==> src/rtl/vga_rect_layer_ctrl.sv <==
// Rectangle layer: 4 shadow/active descriptors, frame-synced commit,
// fixed-priority pixel colour with registered 1-bit R/G/B outputs.
module vga_rect_layer_ctrl #(
  parameter int NUM_RECT = 4,
  parameter int X_W      = 10,
  parameter int Y_W      = 9
) (
  input  logic           in_clock,
  input  logic           in_reset,
  input  logic           in_strobe,
  input  logic [X_W-1:0] in_x,
  input  logic [Y_W-1:0] in_y,
  input  logic           in_active,
  input  logic           in_frame_end,
  input  logic           in_wr_valid,
  input  logic [1:0]     in_wr_idx,
  input  logic [2:0]     in_wr_field,
  input  logic [9:0]     in_wr_data,
  output logic           out_wr_ready,
  input  logic           in_commit,
  output logic           out_commit_pending,
  output logic           out_commit_done,
  output logic           out_red,
  output logic           out_green,
  output logic           out_blue
);

  typedef enum logic {
    IDLE    = 1'b0,
    PENDING = 1'b1
  } state_t;

  state_t state_q;
  state_t state_d;
  logic   copy;

  logic [X_W-1:0] sh_x0 [NUM_RECT];
  logic [Y_W-1:0] sh_y0 [NUM_RECT];
  logic [X_W-1:0] sh_x1 [NUM_RECT];
  logic [Y_W-1:0] sh_y1 [NUM_RECT];
  logic [3:0]     sh_at [NUM_RECT];

  logic [X_W-1:0] ac_x0 [NUM_RECT];
  logic [Y_W-1:0] ac_y0 [NUM_RECT];
  logic [X_W-1:0] ac_x1 [NUM_RECT];
  logic [Y_W-1:0] ac_y1 [NUM_RECT];
  logic [3:0]     ac_at [NUM_RECT];

  logic [NUM_RECT-1:0] hit;
  logic [2:0]          pix_rgb;
  logic [2:0]          rgb_q;
  logic                done_q;
  logic                wr_en;

  assign out_wr_ready       = (state_q == IDLE);
  assign out_commit_pending = (state_q == PENDING);
  assign out_commit_done    = done_q;
  assign wr_en              = in_wr_valid & out_wr_ready;

  always_ff @(posedge in_clock or negedge in_reset) begin
    if (!in_reset) begin
      state_q <= IDLE;
    end else begin
      state_q <= state_d;
    end
  end

  // Commits only land while pending, so the copy edge never
  // coincides with a shadow write (ready is low then).
  always_comb begin
    state_d = state_q;
    copy    = 1'b0;
    unique case (state_q)
      IDLE: begin
        if (in_commit) state_d = PENDING;
      end
      PENDING: begin
        if (in_frame_end) begin
          copy    = 1'b1;
          state_d = IDLE;
        end
      end
      default: state_d = IDLE;
    endcase
  end

  always_ff @(posedge in_clock or negedge in_reset) begin
    if (!in_reset) begin
      for (int i = 0; i < NUM_RECT; i++) begin
        sh_x0[i] <= '0;
        sh_y0[i] <= '0;
        sh_x1[i] <= '0;
        sh_y1[i] <= '0;
        sh_at[i] <= '0;
      end
    end else if (wr_en) begin
      case (in_wr_field)
        3'd0: sh_x0[in_wr_idx] <= in_wr_data[X_W-1:0];
        3'd1: sh_y0[in_wr_idx] <= in_wr_data[Y_W-1:0];
        3'd2: sh_x1[in_wr_idx] <= in_wr_data[X_W-1:0];
        3'd3: sh_y1[in_wr_idx] <= in_wr_data[Y_W-1:0];
        3'd4: sh_at[in_wr_idx] <= in_wr_data[3:0];
        default: ;
      endcase
    end
  end

  always_ff @(posedge in_clock or negedge in_reset) begin
    if (!in_reset) begin
      for (int i = 0; i < NUM_RECT; i++) begin
        ac_x0[i] <= '0;
        ac_y0[i] <= '0;
        ac_x1[i] <= '0;
        ac_y1[i] <= '0;
        ac_at[i] <= '0;
      end
    end else if (copy) begin
      ac_x0 <= sh_x0;
      ac_y0 <= sh_y0;
      ac_x1 <= sh_x1;
      ac_y1 <= sh_y1;
      ac_at <= sh_at;
    end
  end

  always_comb begin
    for (int i = 0; i < NUM_RECT; i++) begin
      hit[i] = ac_at[i][3]
             & (in_x > ac_x0[i]) & (in_x < ac_x1[i])
             & (in_y > ac_y0[i]) & (in_y < ac_y1[i]);
    end
  end

  // Walk from highest index down so the lowest hit wins.
  always_comb begin
    pix_rgb = 3'b000;
    for (int i = NUM_RECT - 1; i >= 0; i--) begin
      if (hit[i]) pix_rgb = ac_at[i][2:0];
    end
    if (!in_active) pix_rgb = 3'b000;
  end

  always_ff @(posedge in_clock or negedge in_reset) begin
    if (!in_reset) begin
      rgb_q  <= '0;
      done_q <= 1'b0;
    end else begin
      done_q <= copy;
      if (in_strobe) rgb_q <= pix_rgb;
    end
  end

  assign out_red   = rgb_q[2];
  assign out_green = rgb_q[1];
  assign out_blue  = rgb_q[0];

endmodule

==> config.mk <==
export PLATFORM = sky130hd
export DESIGN_NAME = vga_rect_layer_ctrl
export DESIGN_NICKNAME = d
export VERILOG_FILES = /design/src/rtl/vga_rect_layer_ctrl.sv
export SDC_FILE = /design/constraint.sdc
export NUM_CORES = 1
export LEC_CHECK = 0
export CORE_ASPECT_RATIO = 1.4
export CORE_MARGIN = 8
export CORE_UTILIZATION = 46
export DETAILED_ROUTE_END_ITERATION = 7
export SLEW_MARGIN = 20
export SYNTH_ARGS = -nofsm -noshare
export SYNTH_HDL_FRONTEND = slang
export SYNTH_SLANG_ARGS = --single-unit
==> constraint.sdc <==
create_clock -name in_clock -period 2.89 [get_ports in_clock]
set_input_delay 0.4335 -clock in_clock [delete_from_list [all_inputs] [get_ports in_clock]]
set_output_delay 0.4335 -clock in_clock [all_outputs]
set_load 0.03 [all_outputs]
==> flow_results.xml <==
<?xml version="1.0" encoding="UTF-8"?>
<metrics>
  <group name="outcome">
    <metric name="run_status" unit="">finished, final reports clean</metric>
  </group>
  <group name="worst_setup_path">
    <metric name="critical_path_arrival" unit="ns">3.16</metric>
    <metric name="critical_path.startpoint_type" unit="">input pin</metric>
    <metric name="crit_fanout" unit="">4</metric>
    <metric name="timing.critical_path.cells" unit="">clkdlybuf4s50_1 &gt; ha_1 &gt; nand4_1 &gt; nor3_1 &gt; a311o_1 &gt; nor4_1 &gt; and4bb_2 &gt; or3b_4 &gt; o221ai_1</metric>
    <metric name="cp_slowest_cell" unit="">sky130_fd_sc_hd__clkdlybuf4s50_1</metric>
    <metric name="rrSetupSlack" unit="ns">0.39</metric>
    <metric name="worstReg2RegStart" unit="">ac_y0[33]</metric>
    <metric name="crit_family" unit="">simple AND/OR/NAND/NOR gates</metric>
    <metric name="cp-startpoint" unit="">in_y[4]</metric>
    <metric name="worstPathBufferInverterCount" unit="">1</metric>
    <metric name="max_stage_delay" unit="ns">0.58</metric>
    <metric name="worst-endpoint-required" unit="ns">3.33</metric>
    <metric name="r2r_path_end" unit="">rgb_q[1]</metric>
    <metric name="reg2reg_depth" unit="">9</metric>
    <metric name="path_class" unit="">in2reg</metric>
    <metric name="endpoint_kind" unit="">register</metric>
  </group>
  <group name="grt">
    <metric name="grt_max_degree" unit="">81</metric>
    <metric name="grt_first_pass_wirelength" unit="mm">64.2</metric>
    <metric name="grt_overflow" unit="">0</metric>
    <metric name="grt_util_all_layers" unit="%">20.0</metric>
    <metric name="grt_antenna_before_repair" unit="">1</metric>
    <metric name="grt_pass1_vias" unit="">11200</metric>
  </group>
  <group name="yosys">
    <metric name="share_of_the_synthesized_netlist_area_taken_by_xor_and_xnor_gates" unit="%">0</metric>
    <metric name="synthesis_warning_total" unit="">0</metric>
    <metric name="async_reset_ff_share" unit="%">100</metric>
    <metric name="synth_enable_flop_cells" unit="">0</metric>
    <metric name="synthMuxAreaShare" unit="%">13.8</metric>
    <metric name="ys_seq_elements" unit="">341</metric>
    <metric name="synthAdderAreaFrac" unit="%">11.1</metric>
    <metric name="combinational_family_with_the_most_area_after_synthesis" unit="">multiplexers</metric>
    <metric name="synth_nets" unit="">1604</metric>
    <metric name="syn-cell-area" unit="mm²">0.0162</metric>
    <metric name="synth-compound-area-share" unit="%">9.65</metric>
    <metric name="synthDistinctLibCells" unit="">61</metric>
    <metric name="synthCells" unit="">1419</metric>
    <metric name="avgSynthCellArea" unit="µm²">11.4</metric>
    <metric name="postSynth.topFlopCell" unit="">sky130_fd_sc_hd__dfrtp_1</metric>
    <metric name="synth_simple_gate_area_share" unit="%">7.83</metric>
    <metric name="synth_sequential_area_ratio" unit="%">52.8</metric>
  </group>
  <group name="timing">
    <metric name="final.min_clock_period" unit="ns">2.73</metric>
    <metric name="post-route-period-util" unit="%">94.3</metric>
    <metric name="setup_viol" unit="">0</metric>
    <metric name="final_hold_viol_count" unit="">0</metric>
    <metric name="clock-skew-final" unit="ns">0.00768</metric>
    <metric name="maxSlewViolCount" unit="">0</metric>
    <metric name="worst-slew-pin-transition" unit="ns">1.05</metric>
    <metric name="max-slew-margin-rel" unit="%">29.6</metric>
    <metric name="max_clock_freq" unit="GHz">0.367</metric>
    <metric name="rsz0062_at_grt" unit="">false</metric>
  </group>
  <group name="layout">
    <metric name="layout.nets" unit="">1724</metric>
    <metric name="syn2layout_area_growth" unit="%">17.6</metric>
    <metric name="post_layout_nonfiller_instances" unit="">2020</metric>
    <metric name="final_layout_size_suffix_gt1_share" unit="%">23.0</metric>
    <metric name="layout.cell_area.non_filler" unit="mm²">0.0190</metric>
    <metric name="diodes" unit="">0</metric>
  </group>
  <group name="clocking">
    <metric name="number_of_buffers_between_clock_root_and_the_deepest_sink" unit="">3</metric>
    <metric name="cts.repair_timing.setup_buffer_count" unit="">0</metric>
    <metric name="ctsRootBufferMaster" unit="">sky130_fd_sc_hd__clkbuf_16</metric>
    <metric name="cts_max_level" unit="">2</metric>
    <metric name="cts.repair.resized" unit="">0</metric>
    <metric name="clock_sinks" unit="">341</metric>
    <metric name="clock_latency" unit="ns">0.52</metric>
    <metric name="cts_buffers" unit="">36</metric>
    <metric name="clkTransAtPathRegs" unit="ns">0.06</metric>
    <metric name="cts_tree" unit="">yes</metric>
  </group>
  <group name="flow_run">
    <metric name="max_cap_violations" unit="">0</metric>
  </group>
  <group name="routing">
    <metric name="wl_met2" unit="mm">20.1</metric>
    <metric name="detailedRoute.firstPassIterationCount" unit="">5</metric>
    <metric name="drtIter0Drc" unit="">736</metric>
    <metric name="post_drt_via_cell_ratio" unit="">5.37</metric>
    <metric name="drcViolationCount" unit="">0</metric>
    <metric name="wl_met3" unit="mm">1.50</metric>
    <metric name="final_antenna_net_count" unit="">0</metric>
    <metric name="top_layer_used" unit="">met5</metric>
    <metric name="drt-met1-wl" unit="mm">17.9</metric>
    <metric name="route.detailed.wl_per_inst" unit="µm">20.2</metric>
    <metric name="routed_wire_length" unit="mm">40.8</metric>
    <metric name="num_vias" unit="">10900</metric>
  </group>
  <group name="die">
    <metric name="fp-row-count" unit="">81</metric>
    <metric name="floorplan.core_area" unit="mm²">0.0348</metric>
    <metric name="die_width" unit="µm">174</metric>
    <metric name="floorplan.initialDensity" unit="%">46.5</metric>
    <metric name="die-height" unit="µm">238</metric>
    <metric name="io-pin-count" unit="">47</metric>
    <metric name="die_area" unit="mm²">0.0415</metric>
  </group>
  <group name="pwr">
    <metric name="power_per_cell_area" unit="mW/mm²">666</metric>
    <metric name="peakVddDrop" unit="mV">0.401</metric>
    <metric name="static-leakage-power" unit="nW">8.88</metric>
    <metric name="post_route_total_power" unit="mW">12.7</metric>
  </group>
  <group name="place">
    <metric name="globalplace.congestion" unit="">0.817</metric>
    <metric name="dp_cells" unit="">1956</metric>
    <metric name="placed_cell_area" unit="mm²">0.0178</metric>
    <metric name="hpwl_detailed" unit="mm">27.9</metric>
    <metric name="port-buffer-count" unit="">46</metric>
  </group>
  <group name="hold_path">
    <metric name="worst_hold_startpoint" unit="">sh_y1[29]</metric>
    <metric name="min-delay-path-class" unit="">reg2reg</metric>
    <metric name="whs_path_depth" unit="">2</metric>
    <metric name="timing.hold.worst_endpoint" unit="">ac_y1[29]</metric>
  </group>
</metrics>
-- worst reg2reg max path: stages, from the launching register on --
cell,delay (ns)
sky130_fd_sc_hd__dfrtp_1,0.33
sky130_fd_sc_hd__inv_1,0.05
sky130_fd_sc_hd__ha_1,0.28
sky130_fd_sc_hd__nand4_1,0.13
sky130_fd_sc_hd__nor3_1,0.53
sky130_fd_sc_hd__a311o_1,0.20
sky130_fd_sc_hd__nor4_1,0.04
sky130_fd_sc_hd__and4bb_2,0.30
sky130_fd_sc_hd__or3b_4,0.39
sky130_fd_sc_hd__o221ai_1,0.17
-- area by class of cell --
cell class / count / area (µm²)
multi-input combinational: 872 / 6870
inverter: 156 / 593
clock inverter: 13 / 140
timing repair buffer: 132 / 1280
clock buffer: 50 / 1040
fill: 3022 / 15700
tap: 456 / 571
sequential: 341 / 8530
-- power breakdown --
part	switching (mW)	leakage, nW	total (mW)	internal (mW)
Combinational	1.15	3.72	2.18	1.03
Clock	1.88	0.595	4.67	2.79
Sequential	0.317	4.57	5.83	5.51
Total	3.35	8.88	12.7	9.32
-- worst max-delay path by stage --
| stage | slack (ns) | to | cells past startpoint |
|---|---|---|---|
| 2_1_floorplan | 0.74 | rgb_q[0] | 8 |
| 3_3_place_gp | -0.28 | rgb_q[1] | 9 |
| 3_5_place_dp | -0.30 | rgb_q[1] | 9 |
| 4_1_cts | 0.25 | rgb_q[1] | 9 |
| 5_1_grt | 0.1 | rgb_q[1] | 9 |
| 6_report | 0.16 | rgb_q[1] | 9 |
-- layer usage --
| layer | global-route usage, % | vias to the layer above |
|---|---|---|
| met5 | 0 | - |
| met4 | 7.06 | 2 |
| met3 | 3.07 | 74 |
| met2 | 34.2 | 190 |
| met1 | 25.3 | 5446 |
| li1 | - | 5139 |
-- state kept, by name, indices dropped and copies added (netlist names), 3 cells and up --
name   flops
rgb_q      3
sh_y1     36
ac_y0     36
ac_at     16
sh_at     16
sh_x1     40
sh_y0     36
ac_y1     36
ac_x1     40
sh_x0     40
ac_x0     40
-- cells in the final DEF, fill, tap and decap left out, types with 6 or more instances in the layout --
master	instances
sky130_fd_sc_hd__a21o_1	11
sky130_fd_sc_hd__clkbuf_1	6
sky130_fd_sc_hd__nor3_1	11
sky130_fd_sc_hd__buf_12	13
sky130_fd_sc_hd__mux2_2	196
sky130_fd_sc_hd__nand3_1	16
sky130_fd_sc_hd__clkinv_2	10
sky130_fd_sc_hd__clkbuf_16	37
sky130_fd_sc_hd__clkbuf_8	7
sky130_fd_sc_hd__nand4_1	14
sky130_fd_sc_hd__nor2_2	6
sky130_fd_sc_hd__clkdlybuf4s50_1	45
sky130_fd_sc_hd__nor2b_1	8
sky130_fd_sc_hd__nand2b_1	9
sky130_fd_sc_hd__a211oi_1	11
sky130_fd_sc_hd__inv_1	155
sky130_fd_sc_hd__o21ai_0	155
sky130_fd_sc_hd__a21oi_1	30
sky130_fd_sc_hd__buf_4	72
sky130_fd_sc_hd__nand2_1	168
sky130_fd_sc_hd__ha_1	144
sky130_fd_sc_hd__dfrtp_1	341
sky130_fd_sc_hd__nor2_1	14
-- cell families (layout without fill, tap and decap cells) --
| logic type | count (synthesis) | in the layout |
|---|---|---|
| AOI/OAI and AO/OA | 258 | 258 |
| muxes | 199 | 199 |
| and+or+nand+nor | 271 | 271 |
| adders and majority gates | 144 | 144 |
| DFF | 341 | 341 |
| buffers and inverters | 206 | 351 |
-- metrics by stage --
step | setup TNS (ns) | hold slack [ns] | utilization [%] | setup slack (ns)
floorplan | 0 | 0.138 | - | 0.738
global placement | -0.841 | 0.454 | 51.3 | -0.282
detailed placement | -0.894 | 0.460 | 51.3 | -0.302
CTS | 0 | 0.475 | 54.7 | 0.250
global route | 0 | 0.486 | 54.7 | 0.0983
finish | 0 | 0.473 | 54.7 | 0.164
-- cells in the mapped netlist (3+ instances only) --
| cell type | n | area (µm²) |
|---|---|---|
| sky130_fd_sc_hd__buf_1 | 4 | 15.0 |
| sky130_fd_sc_hd__nand3b_1 | 4 | 30.0 |
| sky130_fd_sc_hd__ha_1 | 144 | 1800 |
| sky130_fd_sc_hd__mux2i_1 | 3 | 30.0 |
| sky130_fd_sc_hd__nor2_1 | 14 | 52.6 |
| sky130_fd_sc_hd__a21o_1 | 11 | 82.6 |
| sky130_fd_sc_hd__a211oi_1 | 11 | 82.6 |
| sky130_fd_sc_hd__nor4_1 | 4 | 25.0 |
| sky130_fd_sc_hd__mux2_2 | 196 | 2210 |
| sky130_fd_sc_hd__inv_1 | 156 | 586 |
| sky130_fd_sc_hd__o2111ai_1 | 3 | 26.3 |
| sky130_fd_sc_hd__dfrtp_1 | 341 | 8530 |
| sky130_fd_sc_hd__a21oi_1 | 30 | 150 |
| sky130_fd_sc_hd__nand3_1 | 16 | 80.1 |
| sky130_fd_sc_hd__nor2b_1 | 8 | 50.1 |
| sky130_fd_sc_hd__a32oi_1 | 3 | 26.3 |
| sky130_fd_sc_hd__a211oi_2 | 3 | 37.5 |
| sky130_fd_sc_hd__nor3_1 | 11 | 55.1 |
| sky130_fd_sc_hd__nor4b_1 | 3 | 26.3 |
| sky130_fd_sc_hd__nand2_1 | 168 | 631 |
| sky130_fd_sc_hd__clkbuf_1 | 45 | 169 |
| sky130_fd_sc_hd__and4_1 | 3 | 26.3 |
| sky130_fd_sc_hd__nand4_1 | 14 | 87.6 |
| sky130_fd_sc_hd__o221ai_1 | 3 | 26.3 |
| sky130_fd_sc_hd__o21ai_0 | 155 | 776 |
| sky130_fd_sc_hd__o211ai_1 | 4 | 30.0 |
| sky130_fd_sc_hd__o21a_1 | 4 | 30.0 |
| sky130_fd_sc_hd__a211o_1 | 3 | 26.3 |
| sky130_fd_sc_hd__nor2_2 | 6 | 37.5 |
| sky130_fd_sc_hd__nand2b_1 | 9 | 56.3 |
-- repair_timing --
action,in CTS,in global routing
hold endpoints to repair,75,0
hold buffers,1,0
setup endpoints to repair,0,0
(Power assumes the default switching activity.)
